===== src/rtl/apb_pkg.sv =====
// ---------------------------------------------------------------------------
// apb_pkg
// Purpose : Shared types and constants for the two-requester APB arbiter.
//           Holds the master FSM state encoding, the fixed PPROT value and a
//           small helper that turns a requester index into a one-hot vector.
// Ports   : none (package)
// ---------------------------------------------------------------------------
package apb_pkg;

  // APB master transfer phases.
  typedef enum logic [1:0] {
    IDLE   = 2'd0,
    SETUP  = 2'd1,
    ACCESS = 2'd2
  } apb_state_t;

  // Normal, secure, data access.
  localparam logic [2:0] PPROT_DEFAULT = 3'b000;

  // Requester index (0/1) to one-hot per-requester strobe.
  function automatic logic [1:0] req_onehot(input logic idx);
    return idx ? 2'b10 : 2'b01;
  endfunction

endpackage


===== src/rtl/apb_rr_arbiter.sv =====
// ---------------------------------------------------------------------------
// apb_rr_arbiter
// Purpose : Two-way round-robin grant selection (purely combinational).
//           When both requesters are valid the one not granted last wins;
//           a lone valid requester always wins.
// Ports   : i_valid[1:0]  - per-requester request
//           i_last_grant  - index of the requester granted most recently
//           o_grant       - index of the requester to grant now
//                           (don't-care when no requester is valid)
// ---------------------------------------------------------------------------
module apb_rr_arbiter
  import apb_pkg::*;
(
  input  logic [1:0] i_valid,
  input  logic       i_last_grant,
  output logic       o_grant
);

  always_comb begin
    o_grant = 1'b0;
    if (i_valid == 2'b11) begin
      o_grant = ~i_last_grant;
    end else if (i_valid[1]) begin
      o_grant = 1'b1;
    end
  end

endmodule


===== src/rtl/apb_arbiter.sv =====
// ---------------------------------------------------------------------------
// apb_arbiter
// Purpose : Arbitrates two simple request/response clients onto one APB
//           master port. A request is accepted in IDLE (req_ready pulses
//           combinationally), then the FSM runs SETUP and ACCESS and returns
//           a one-cycle rsp_valid pulse to the granted requester.
// Build option:
//   APB_ARBITER_TIMEOUT_EN - when defined, an ACCESS phase that sees
//                            pready=0 for TIMEOUT_CYCLES cycles is aborted
//                            and answered with rsp_err=1, rsp_rdata=0.
// Ports   : pclk, preset (async, active high)
//           req_valid/req_ready/req_write [1:0], req_addr [2*ADDR_WIDTH],
//           req_wdata [2*DATA_WIDTH] - requester side, slice n = requester n
//           rsp_valid [1:0], rsp_rdata, rsp_err - shared response bus
//           psel, penable, pwrite, paddr, pwdata, pstrb, pprot,
//           pready, pslverr, prdata - APB master
// ---------------------------------------------------------------------------
module apb_arbiter
  import apb_pkg::*;
#(
  parameter int ADDR_WIDTH     = 3,
  parameter int DATA_WIDTH     = 8,
  parameter int TIMEOUT_CYCLES = 15
) (
  input  logic                    pclk,
  input  logic                    preset,
  // requester side
  input  logic [1:0]              req_valid,
  output logic [1:0]              req_ready,
  input  logic [1:0]              req_write,
  input  logic [2*ADDR_WIDTH-1:0] req_addr,
  input  logic [2*DATA_WIDTH-1:0] req_wdata,
  output logic [1:0]              rsp_valid,
  output logic [DATA_WIDTH-1:0]   rsp_rdata,
  output logic                    rsp_err,
  // APB master
  output logic                    psel,
  output logic                    penable,
  output logic                    pwrite,
  output logic [ADDR_WIDTH-1:0]   paddr,
  output logic [DATA_WIDTH-1:0]   pwdata,
  output logic [DATA_WIDTH/8-1:0] pstrb,
  output logic [2:0]              pprot,
  input  logic                    pready,
  input  logic                    pslverr,
  input  logic [DATA_WIDTH-1:0]   prdata
);

  // Reject configurations the byte-strobe output cannot represent.
  if ((DATA_WIDTH % 8) != 0 || DATA_WIDTH < 8 || TIMEOUT_CYCLES < 1) begin : g_cfg_check
    $error("apb_arbiter: DATA_WIDTH must be a multiple of 8, TIMEOUT_CYCLES >= 1");
  end

  apb_state_t              r_state;
  logic                    r_last_grant;   // also the owner of the transfer in flight
  logic                    r_psel;
  logic                    r_penable;
  logic                    r_pwrite;
  logic [ADDR_WIDTH-1:0]   r_paddr;
  logic [DATA_WIDTH-1:0]   r_pwdata;
  logic [1:0]              r_rsp_valid;
  logic [DATA_WIDTH-1:0]   r_rsp_rdata;
  logic                    r_rsp_err;

  logic                    w_grant;
  logic                    w_accept;
  logic                    w_sel_write;
  logic [ADDR_WIDTH-1:0]   w_sel_addr;
  logic [DATA_WIDTH-1:0]   w_sel_wdata;

`ifdef APB_ARBITER_TIMEOUT_EN
  localparam int TMO_W = $clog2(TIMEOUT_CYCLES + 1);
  localparam logic [TMO_W-1:0] TMO_LAST = TMO_W'(TIMEOUT_CYCLES - 1);
  logic [TMO_W-1:0]        r_tmo_cnt;
`endif

  apb_rr_arbiter u_rr (
    .i_valid      (req_valid),
    .i_last_grant (r_last_grant),
    .o_grant      (w_grant)
  );

  assign w_accept    = (r_state == IDLE) && (req_valid != 2'b00);
  assign w_sel_write = req_write[w_grant];
  assign w_sel_addr  = w_grant ? req_addr[2*ADDR_WIDTH-1:ADDR_WIDTH]
                               : req_addr[ADDR_WIDTH-1:0];
  assign w_sel_wdata = w_grant ? req_wdata[2*DATA_WIDTH-1:DATA_WIDTH]
                               : req_wdata[DATA_WIDTH-1:0];

  // Accept strobe is combinational so a requester sees acceptance in the
  // same cycle it is latched.
  assign req_ready = w_accept ? (req_onehot(w_grant) & req_valid) : 2'b00;

  always_ff @(posedge pclk or posedge preset) begin
    if (preset) begin
      r_state      <= IDLE;
      r_last_grant <= 1'b1;  // requester 0 wins the first contention
      r_psel       <= 1'b0;
      r_penable    <= 1'b0;
      r_pwrite     <= 1'b0;
      r_paddr      <= '0;
      r_pwdata     <= '0;
      r_rsp_valid  <= 2'b00;
      r_rsp_rdata  <= '0;
      r_rsp_err    <= 1'b0;
`ifdef APB_ARBITER_TIMEOUT_EN
      r_tmo_cnt    <= '0;
`endif
    end else begin
      r_rsp_valid <= 2'b00;  // response is a single-cycle pulse
      case (r_state)
        IDLE: begin
          if (w_accept) begin
            r_last_grant <= w_grant;
            r_pwrite     <= w_sel_write;
            r_paddr      <= w_sel_addr;
            r_pwdata     <= w_sel_wdata;
            r_psel       <= 1'b1;
            r_penable    <= 1'b0;
            r_state      <= SETUP;
          end
        end
        SETUP: begin
          r_penable <= 1'b1;
          r_state   <= ACCESS;
`ifdef APB_ARBITER_TIMEOUT_EN
          r_tmo_cnt <= '0;
`endif
        end
        ACCESS: begin
          if (pready) begin
            r_psel      <= 1'b0;
            r_penable   <= 1'b0;
            r_rsp_valid <= req_onehot(r_last_grant);
            r_rsp_rdata <= r_pwrite ? '0 : prdata;
            r_rsp_err   <= pslverr;
            r_state     <= IDLE;
          end
`ifdef APB_ARBITER_TIMEOUT_EN
          // This is the TIMEOUT_CYCLES-th stalled ACCESS cycle: give up.
          else if (r_tmo_cnt == TMO_LAST) begin
            r_psel      <= 1'b0;
            r_penable   <= 1'b0;
            r_rsp_valid <= req_onehot(r_last_grant);
            r_rsp_rdata <= '0;
            r_rsp_err   <= 1'b1;
            r_state     <= IDLE;
          end else begin
            r_tmo_cnt <= r_tmo_cnt + 1'b1;
          end
`endif
        end
        default: begin
          r_psel    <= 1'b0;
          r_penable <= 1'b0;
          r_state   <= IDLE;
        end
      endcase
    end
  end

  assign psel      = r_psel;
  assign penable   = r_penable;
  assign pwrite    = r_pwrite;
  assign paddr     = r_paddr;
  assign pwdata    = r_pwdata;
  assign pstrb     = '1;
  assign pprot     = PPROT_DEFAULT;
  assign rsp_valid = r_rsp_valid;
  assign rsp_rdata = r_rsp_rdata;
  assign rsp_err   = r_rsp_err;

endmodule


===== config.mk =====
export PLATFORM = sky130hd
export DESIGN_NAME = apb_arbiter
export DESIGN_NICKNAME = d
export VERILOG_FILES = /design/src/rtl/apb_pkg.sv /design/src/rtl/apb_rr_arbiter.sv /design/src/rtl/apb_arbiter.sv
export SDC_FILE = /design/constraint.sdc
export NUM_CORES = 1
export LEC_CHECK = 0
export CAP_MARGIN = 20
export CORE_UTILIZATION = 39
export CTS_CLUSTER_SIZE = 8
export DETAILED_ROUTE_END_ITERATION = 6
export PLACE_DENSITY = 0.91
export RECOVER_POWER = 25
export SLEW_MARGIN = 20
export SYNTH_ARGS = -nofsm -noshare
export SYNTH_HDL_FRONTEND = slang
export SYNTH_HIERARCHICAL = 1
export SYNTH_SLANG_ARGS = --single-unit

===== constraint.sdc =====
create_clock -name pclk -period 1.69 [get_ports pclk]
set_input_delay 0.338 -clock pclk [delete_from_list [all_inputs] [get_ports pclk]]
set_output_delay 0.338 -clock pclk [all_outputs]
set_load 0.01 [all_outputs]

Word level (Yosys, flattened, before mapping)
Index checks and enable logic that the tools add are counted.

cells by class
  $add $sub $neg = 0
  multiply operators = 0
  div/mod/pow operators = 0
  order comparisons = 1
  equality and inequality tests = 5
  shift-type cells = 0
  muxes and demuxes = 20
  bitwise gates (word level) = 3
  reduce and logical (&&, ||, !) cells = 7

operator list
  operator                                                                       number
  8-bit 2-to-1 mux                                                               2
  2-bit 2-to-1 mux                                                               7
  1-bit 2-to-1 mux                                                               7
  1-bit one-hot mux with 3 select lines                                          2
  2-bit one-hot mux with 3 select lines                                          1
  2-bit AND reduction                                                            3
  2-bit == test (second input constant)                                          2
  2-bit != test (second input constant)                                          2
  3-bit 2-to-1 mux                                                               1
  3-bit AND reduction                                                            1
  2-bit AND                                                                      1
  2-bit by 1-bit == test with 1-bit output (second input constant)               1
  2-bit zero test                                                                1
  1-bit by 2-bit less-than comparator with 1-bit output (second input constant)  1
  1-bit inverter                                                                 2
  2-bit nonzero test                                                             1
  1-bit logical AND                                                              1

word-level totals
  bits in registers = 28
  bits in latches = 0
  bits in writable memories = 0
  memory bits (read-only) = 0
  input bits = 38
  output and inout bits = 31
  word-level logic and storage cells = 46
  memories kept = 0

Logic depth before layout (Yosys ltp)
Gate-level depths: netlist of run 1.

  depth after elaboration = 5
  mapped depth = 5
  depth with buffers taken out = 3

Hierarchy
The synthesis of run 1 kept the hierarchy.

by module, submodules not included
  module          instances  cells an instance  area each (µm²)  sequential area each (µm²)
  apb_arbiter     1          100                1281.2           676.9
  apb_rr_arbiter  1          1                  11.3             0.0

Least setup slack after synthesis of run 1
Ideal clock, no wire load.

  path type = register to output
  start = register r_last_grant
  end = output port req_ready[0]
  arrival time = 1.313 ns
  required time = 1.352 ns
  setup slack = 0.039 ns
  stages on the path, launching flop included = 5
  path buffers = 2
  path through = dfstp_2 -> a21boi_2 -> buf_6 -> buf_6 -> nor4b_1

on the way
  longest elaborated chain between the ends = 5

RTL lines
  what                      line                  text
  start: declaration        apb_arbiter.sv:55     logic r_last_grant;
  start signal: assignment  apb_arbiter.sv:114    r_last_grant <= w_grant;
  1-bit inverter            apb_rr_arbiter.sv:22  o_grant = ~i_last_grant;
  1-bit 2-to-1 mux          apb_rr_arbiter.sv:21  if (i_valid == 2'b11) begin
  named net w_grant         apb_arbiter.sv:65     logic w_grant;
  2-bit 2-to-1 mux          apb_pkg.sv:22         return idx ? 2'b10 : 2'b01;
  2-bit AND                 apb_arbiter.sv:92     assign req_ready = w_accept ? (req_onehot(w_grant) & req_valid) : 2'b00;
  2-bit 2-to-1 mux          apb_arbiter.sv:92
  end: declaration          apb_arbiter.sv:29     output logic [1:0] req_ready,

The timed path passes the listed nets, and every way through them passes these cells.

Worst setup path after layout of run 1
Same ends and word-level chain as after synthesis.

==> flow_metrics.py, run 1 <==
metrics = {
    "cells_and_area": {
        "drive_above_1_share_pct": 28.3,
        "area_delta_synth_final_pct": 57.9,
        "final_nets": 212,
        "fin_cells": 217,
        "fin_area_sq_um": 2040,
        "antenna_cells": 0,
        "post-route-util_pct": 65.8,
    },
    "sta": {
        "fin_crit_sh_pct": 105,
        "tightest_slew_ns": 0.668,
        "clock_skew_ns": 0.0153,
        "fmax_mhz": 564,
        "rsz0062_at_grt": "true",
        "setup_viol_count_final": 1,
        "finalMaxSlewViolations": 0,
        "maxSlewHeadroom_pct": 55.5,
        "setup_tns_ns": -0.0838,
        "final-hold-violation-count": 0,
        "worst_slack_ns": -0.0838,
        "period_needed_ns": 1.77,
    },
    "synthesis": {
        "synthCells": 101,
        "yosysTopAreaCell": "dfrtp_1",
        "syn_avg_cell_area_sq_um": 12.8,
        "syn_area_sq_um": 1290,
        "ys.warnings.count": 6,
        "yosysSeqAreaShare_pct": 52.4,
        "yosysUniqueCellTypes": 20,
        "ys_seq_elements": 27,
        "synthTopCellsByArea": "dfrtp_1, mux2_2, mux2_4",
        "synth_top_area_share_pct": 50.3,
    },
    "floorplanning": {
        "core_area_sq_um": 3100,
        "die_width_microns": 59.6,
        "die_h_microns": 59.6,
        "initial_core_util_pct": 41.7,
        "io_pins": 69,
        "rows": 20,
        "dieArea_sq_um": 3550,
    },
    "setup_path": {
        "max_stage_delay_ns": 0.59,
        "crit_arrival_ns": 1.44,
        "cp.required_ns": 1.35,
        "path_class": "register to output port",
        "critPathCaptureType": "output port",
        "cp_slowest_cell": "dfstp_2",
        "crit_fanout": 3,
        "crit_family": "flip-flops",
        "path_cells": "a21boi_4, nor4b_2, buf_2",
        "critPathLaunchType": "register",
        "path_buf_inv": 1,
    },
    "pwr": {
        "powerDensity_nw_per_um2": 1490,
        "p_switching_w": 0.000978,
        "peakVddDrop_uv": 1210,
        "clkPwrFrac_pct": 9.5,
        "leakage_nw": 0.887,
        "pwr-share-comb_pct": 53.5,
        "pwr-share-seq_pct": 37.0,
        "p_sw_share_pct": 32.1,
        "internal_power_w": 0.00207,
    },
    "clock_tree": {
        "cts_sinks": 27,
        "clkLatencyLatePin_ns": 0.33,
        "cts_tree": "done",
        "cts_hold_buf": 0,
        "htreeDepth": 1,
        "cts_made_buffers": 3,
        "cts.clk_slew.worst_paths_ns": 0.16,
        "cts_buffer_depth": 2,
        "cts-root-buf": "clkbuf_4",
    },
    "drt": {
        "avgViaCountPerCell": 4.52,
        "dr.pass1.iters": 4,
        "vias": 981,
        "drt_iter0_drc": 36,
        "routed_wl_mm": 2.98,
        "drc": 0,
        "antenna_left": 0,
        "wire_per_inst_microns": 13.7,
    },
    "placed_design": {
        "pre_cts_slack_ns": -0.535,
        "place_area_sq_um": 2000,
        "hpwl_mm": 2.31,
        "dp_cells": 211,
        "port_buffers": 64,
        "place_congestion": 0.711,
    },
    "global_routing": {
        "antenna_found_initial": 0,
        "grt_pass1_vias": 1064,
        "overflow": 0,
        "grt_usage_pct": 18.3,
        "grt_max_degree": 28,
        "grt_pass1_wl_mm": 4.75,
    },
    "run_status": {
        "violations": "setup timing",
        "status": "complete, but fails checks",
    },
    "worst_hold_path": {
        "hold_class": "register to register",
    },
    "run": {
        "drv_cap": 0,
    },
}
## cell usage in the layout, fill, tap and decap left out, drive strengths merged
cell type      netlist  routed
a21boi               1       1
a21o                 1       1
and3                 1       1
buf                  8      11
clkbuf               0       4
clkdlybuf4s50        0      58
clkinvlp             0       1
conb                 2       4
dfrtp               26      26
dfstp                1       1
dlygate4sd2          0       3
dlygate4sd3          0       1
inv                  2       2
mux2                27      27
nand2                8       8
nand2b               8       8
nand3b               1       1
nor2                 4       4
nor3                 1       1
nor4b                1       1
o21ai                9       9
## cell usage after synthesis
master	count
buf_8	1
dfrtp_1	26
nand3b_1	1
o21ai_0	9
conb_1	2
nand2_1	8
a21boi_2	1
nand2b_1	8
mux2_2	20
buf_6	2
nor4b_1	1
buf_2	1
inv_1	2
buf_4	4
and3_1	1
nor3_4	1
a21o_1	1
dfstp_2	1
nor2_1	4
mux2_4	7
## flip-flops by register name (all words and copies together) (netlist names)
signal        cells
pwrite            1
rsp_rdata         8
penable           1
psel              1
rsp_err           1
r_state           1
rsp_valid         2
pwdata            8
paddr             3
r_last_grant      1
## power groups by stage
| stage | Clock (W) | Sequential (W) | Combinational (W) |
|---|---|---|---|
| after floorplan | 0 | 0.00125 | 0.000683 |
| after global placement | 0 | 0.00111 | 0.00158 |
| after detailed placement | 0 | 0.00113 | 0.00162 |
| after CTS | 0.000293 | 0.00113 | 0.00163 |
| after global routing | 0.000330 | 0.00116 | 0.00175 |
| final | 0.000288 | 0.00113 | 0.00163 |
## final timing paths
| kind | startpoint | endpoint | slack (ns) | cells after the start |
|---|---|---|---|---|
| worst max-delay path | r_last_grant$_DFFE_PP1P_ | req_ready[0] | -0.08 | 3 |
| worst min-delay path | rsp_rdata[6]$_DFFE_PP0P_ | rsp_rdata[6]$_DFFE_PP0P_ | 0.50 | 2 |
| worst max register to register | r_state[0]$_DFFE_PP0P_ | paddr[2]$_DFFE_PP0P_ | 0.07 | 5 |
| worst min register to register | rsp_rdata[6]$_DFFE_PP0P_ | rsp_rdata[6]$_DFFE_PP0P_ | 0.50 | 2 |
| max in group asynchronous | preset | penable$_DFFE_PP0P_ | 0.62 | 3 |
| min in group asynchronous | preset | rsp_valid[0]$_DFF_PP0_ | 0.61 | 3 |
## worst register-to-register path, cell delays in order (launching register included)
cell and delay [ns]:
dfrtp_2 0.47, nor3_4 0.20, buf_4 0.13, buf_4 0.09
buf_4 0.23, mux2_2 0.37
## metal layers
layer / part of all wire, % / track usage (%) / vias up
met5: 0 / 0 / -
met1: 40 / 20.0 / 464
met3: 4.1 / 5.68 / 4
met4: 1.4 / 3.32 / 0
met2: 55 / 34.8 / 31
li1: - / - / 482
## repair_timing
| item | in CTS | in global routing |
|---|---|---|
| buffers inserted | 1 | 1 |
| setup endpoints to repair | 3 | 2 |
| pin swaps | 3 | 1 |
| gates resized for setup | 14 | 2 |
## stage by stage
step | power (W) | hold slack [ns]
finish | 0.00305 | 0.502
global route | 0.00323 | 0.535
CTS | 0.00305 | 0.367
detailed placement | 0.00275 | 0.475
global placement | 0.00269 | 0.459
floorplan | 0.00193 | 0.390
## cells by family (layout without fill, tap and decap cells)
logic type / count (synthesis) / count (layout) / share of synthesized area [%]
and+or+nand+nor: 24 / 24 / 10.4
other: 2 / 4 / 0.581
AOI/OAI and AO/OA: 11 / 11 / 4.94
DFF: 27 / 27 / 52.4
buffers and inverters: 10 / 80 / 6.20
muxes: 27 / 27 / 25.6
## area by class of cell
type	count	area, sq um
well taps	44	55.1
clock inverters	1	7.51
multi-input cells	66	557
repair buffers	74	712
inverters	2	7.51
fillers	260	1060
clock buffers	3	22.5
flip-flops and latches	27	679
Power figures use the tool's default switching activity.
==> inputs of run 2 (changes only) <==
--- a/config.mk
+++ b/config.mk
@@ -9,7 +9,7 @@
 export CORE_UTILIZATION = 39
 export CTS_CLUSTER_SIZE = 8
 export DETAILED_ROUTE_END_ITERATION = 6
-export PLACE_DENSITY = 0.91
+export PLACE_DENSITY = 0.78
 export RECOVER_POWER = 25
 export SLEW_MARGIN = 20
 export SYNTH_ARGS = -nofsm -noshare
==> run 2 against run 1 <==
Net effect:
- utilization grew 0.28 points
- the run still ends with setup timing left
- worst hold slack lost 0.011 ns
- sequential cell count is the same
- cell count grew 0.46%
==> flow_metrics.py, run 2 (synthesis results as in run 1) <==
metrics = {
    "drt": {
        "dr.pass1.iters": 3,
        "vias": 1006,
        "wire_per_inst_microns": 13.0,
        "avgViaCountPerCell": 4.61,
        "drc": 0,
        "routed_wl_mm": 2.84,
        "drt_iter0_drc": 36,
        "antenna_left": 0,
    },
    "sta": {
        "fin_crit_sh_pct": 101,
        "rsz0062_at_grt": "true",
        "maxSlewHeadroom_pct": 56.2,
        "final-hold-violation-count": 0,
        "setup_viol_count_final": 1,
        "finalMaxSlewViolations": 0,
        "tightest_slew_ns": 0.657,
        "period_needed_ns": 1.71,
        "fmax_mhz": 584,
        "worst_slack_ns": -0.0222,
        "clock_skew_ns": 0.00316,
    },
    "cells_and_area": {
        "nFillCells": 255,
        "drive_above_1_share_pct": 28.7,
        "mostFrequentLayoutCells": "clkdlybuf4s50_1, dfrtp_1, mux2_2, o21ai_0, buf_4",
        "fin_cells": 218,
        "antenna_cells": 0,
        "final_nets": 213,
        "area_delta_synth_final_pct": 58.6,
        "layout_commonest_cell": "clkdlybuf4s50_1",
        "fin_area_sq_um": 2050,
        "post-route-util_pct": 66.0,
    },
    "global_routing": {
        "grt_max_degree": 28,
        "grt_usage_pct": 17.7,
        "antenna_found_initial": 0,
        "grt_pass1_vias": 1021,
        "grt_pass1_wl_mm": 4.58,
        "overflow": 0,
    },
    "clock_tree": {
        "clkLatencyLatePin_ns": 0.32,
        "cts_buffer_depth": 2,
        "htreeDepth": 1,
        "cts_hold_buf": 0,
        "cts_made_buffers": 3,
        "cts-root-buf": "clkbuf_4",
        "cts_sinks": 27,
        "cts_tree": "done",
        "cts.clk_slew.worst_paths_ns": 0.14,
    },
    "setup_path": {
        "cp.required_ns": 1.35,
        "crit_fanout": 4,
        "worstRegToRegCells": 4,
        "path_cells": "a21boi_4, nor4b_2, buf_2",
        "r2r_start": "r_last_grant$_DFFE_PP1P_",
        "regToRegSetupSlack_ns": 0.18,
        "path_depth": 3,
        "path_buf_inv": 1,
        "endpoint": "req_ready[0]",
        "path_class": "register to output port",
        "crit_arrival_ns": 1.37,
        "critPathCaptureType": "output port",
        "r2r-end": "paddr[0]$_DFFE_PP0P_",
        "critPathLaunchType": "register",
        "crit_family": "flip-flops",
        "cp-startpoint": "r_last_grant$_DFFE_PP1P_",
        "cp_slowest_cell": "dfstp_2",
        "max_stage_delay_ns": 0.58,
    },
    "placed_design": {
        "place_congestion": 0.679,
        "hpwl_mm": 2.22,
        "place_area_sq_um": 2000,
        "port_buffers": 64,
        "dp_cells": 211,
    },
    "pwr": {
        "powerDensity_nw_per_um2": 1470,
        "peakVddDrop_uv": 846,
        "report.power.total_w": 0.00302,
        "leakage_nw": 0.895,
    },
    "floorplanning": {
        "core_area_sq_um": 3100,
        "die_width_microns": 59.6,
        "dieArea_sq_um": 3550,
        "io_pins": 69,
        "initial_core_util_pct": 41.7,
        "rows": 20,
        "die_h_microns": 59.6,
    },
    "worst_hold_path": {
        "hold_class": "register to register",
    },
    "run": {
        "drv_cap": 0,
    },
    "run_status": {
        "violations": "setup timing",
        "status": "complete, but fails checks",
    },
}
## run 2: changes by cell type in the layout (fill, tap and decap cells not counted)
cell        delta
clkinv_2       +1
dfrtp_1        +1
buf_4          +1
dfrtp_2        -1
and3_4         +1
clkinvlp_4     -1
and3_1         -1
## run 2: area by class of cell
cell class / count / area, sq um / share of cell area [%]
clock inverter: 1 / 5.00 / 0.244
sequential: 27 / 678 / 33.1
clock buffer: 3 / 22.5 / 1.10
tap: 44 / 55.1 / 2.69
multi-input combinational: 66 / 562 / 27.4
timing repair buffer: 75 / 719 / 35.1
inverter: 2 / 7.51 / 0.366
## run 2: power breakdown
| part | leakage, nW | total, W | internal (W) | switching, W |
|---|---|---|---|---|
| clock | 0.0177 | 0.000270 | 0.0000886 | 0.000181 |
| sequential | 0.329 | 0.00110 | 0.000937 | 0.000163 |
| combinational | 0.548 | 0.00165 | 0.00104 | 0.000603 |
## run 2: through the flow
step           TNS [ns]  setup WS, ns  hold slack, ns
2_1_floorplan         0        0.0391           0.390
3_3_place_gp      -4.00        -0.480           0.459
3_5_place_dp      -4.60        -0.497           0.468
4_1_cts         -0.0562       -0.0562           0.350
5_1_grt          -0.110        -0.110           0.518
6_report        -0.0222       -0.0222           0.491
## run 2: metal layers
metal  up-vias  part of all wire, %  track usage [%]  routed length (microns)
li1        482                    -                -                        -
met1       490                   38             20.0                     1080
met2        28                   58             33.1                     1640
met3         6                  2.3             1.53                       64
met4         0                  1.9             8.64                       53
met5         -                    0                0                        0
## run 2: worst min path at each step
stage	start	endpoint	depth (start not counted)
finish	rsp_rdata[7]$_DFFE_PP0P_	rsp_rdata[7]$_DFFE_PP0P_	2
global route	psel$_DFFE_PP0P_	psel$_DFFE_PP0P_	1
CTS	preset	rsp_valid[1]$_DFF_PP0_	3
detailed placement	psel$_DFFE_PP0P_	psel$_DFFE_PP0P_	1
global placement	psel$_DFFE_PP0P_	psel$_DFFE_PP0P_	1
floorplan	preset	paddr[0]$_DFFE_PP0P_	1
## run 2: tightest hold or removal path, cell delays in order, from the launching register on
cell,delay [ns]
dfrtp_1,0.37
nand2_1,0.04
o21ai_0,0.06
## run 2: timing repair
| action | in CTS | in global routing |
|---|---|---|
| pin swaps | 2 | 0 |
| cloned | 0 | 0 |
| setup endpoints to repair | 4 | 1 |
| buffers inserted | 3 | 0 |
| gates resized for setup | 16 | 0 |
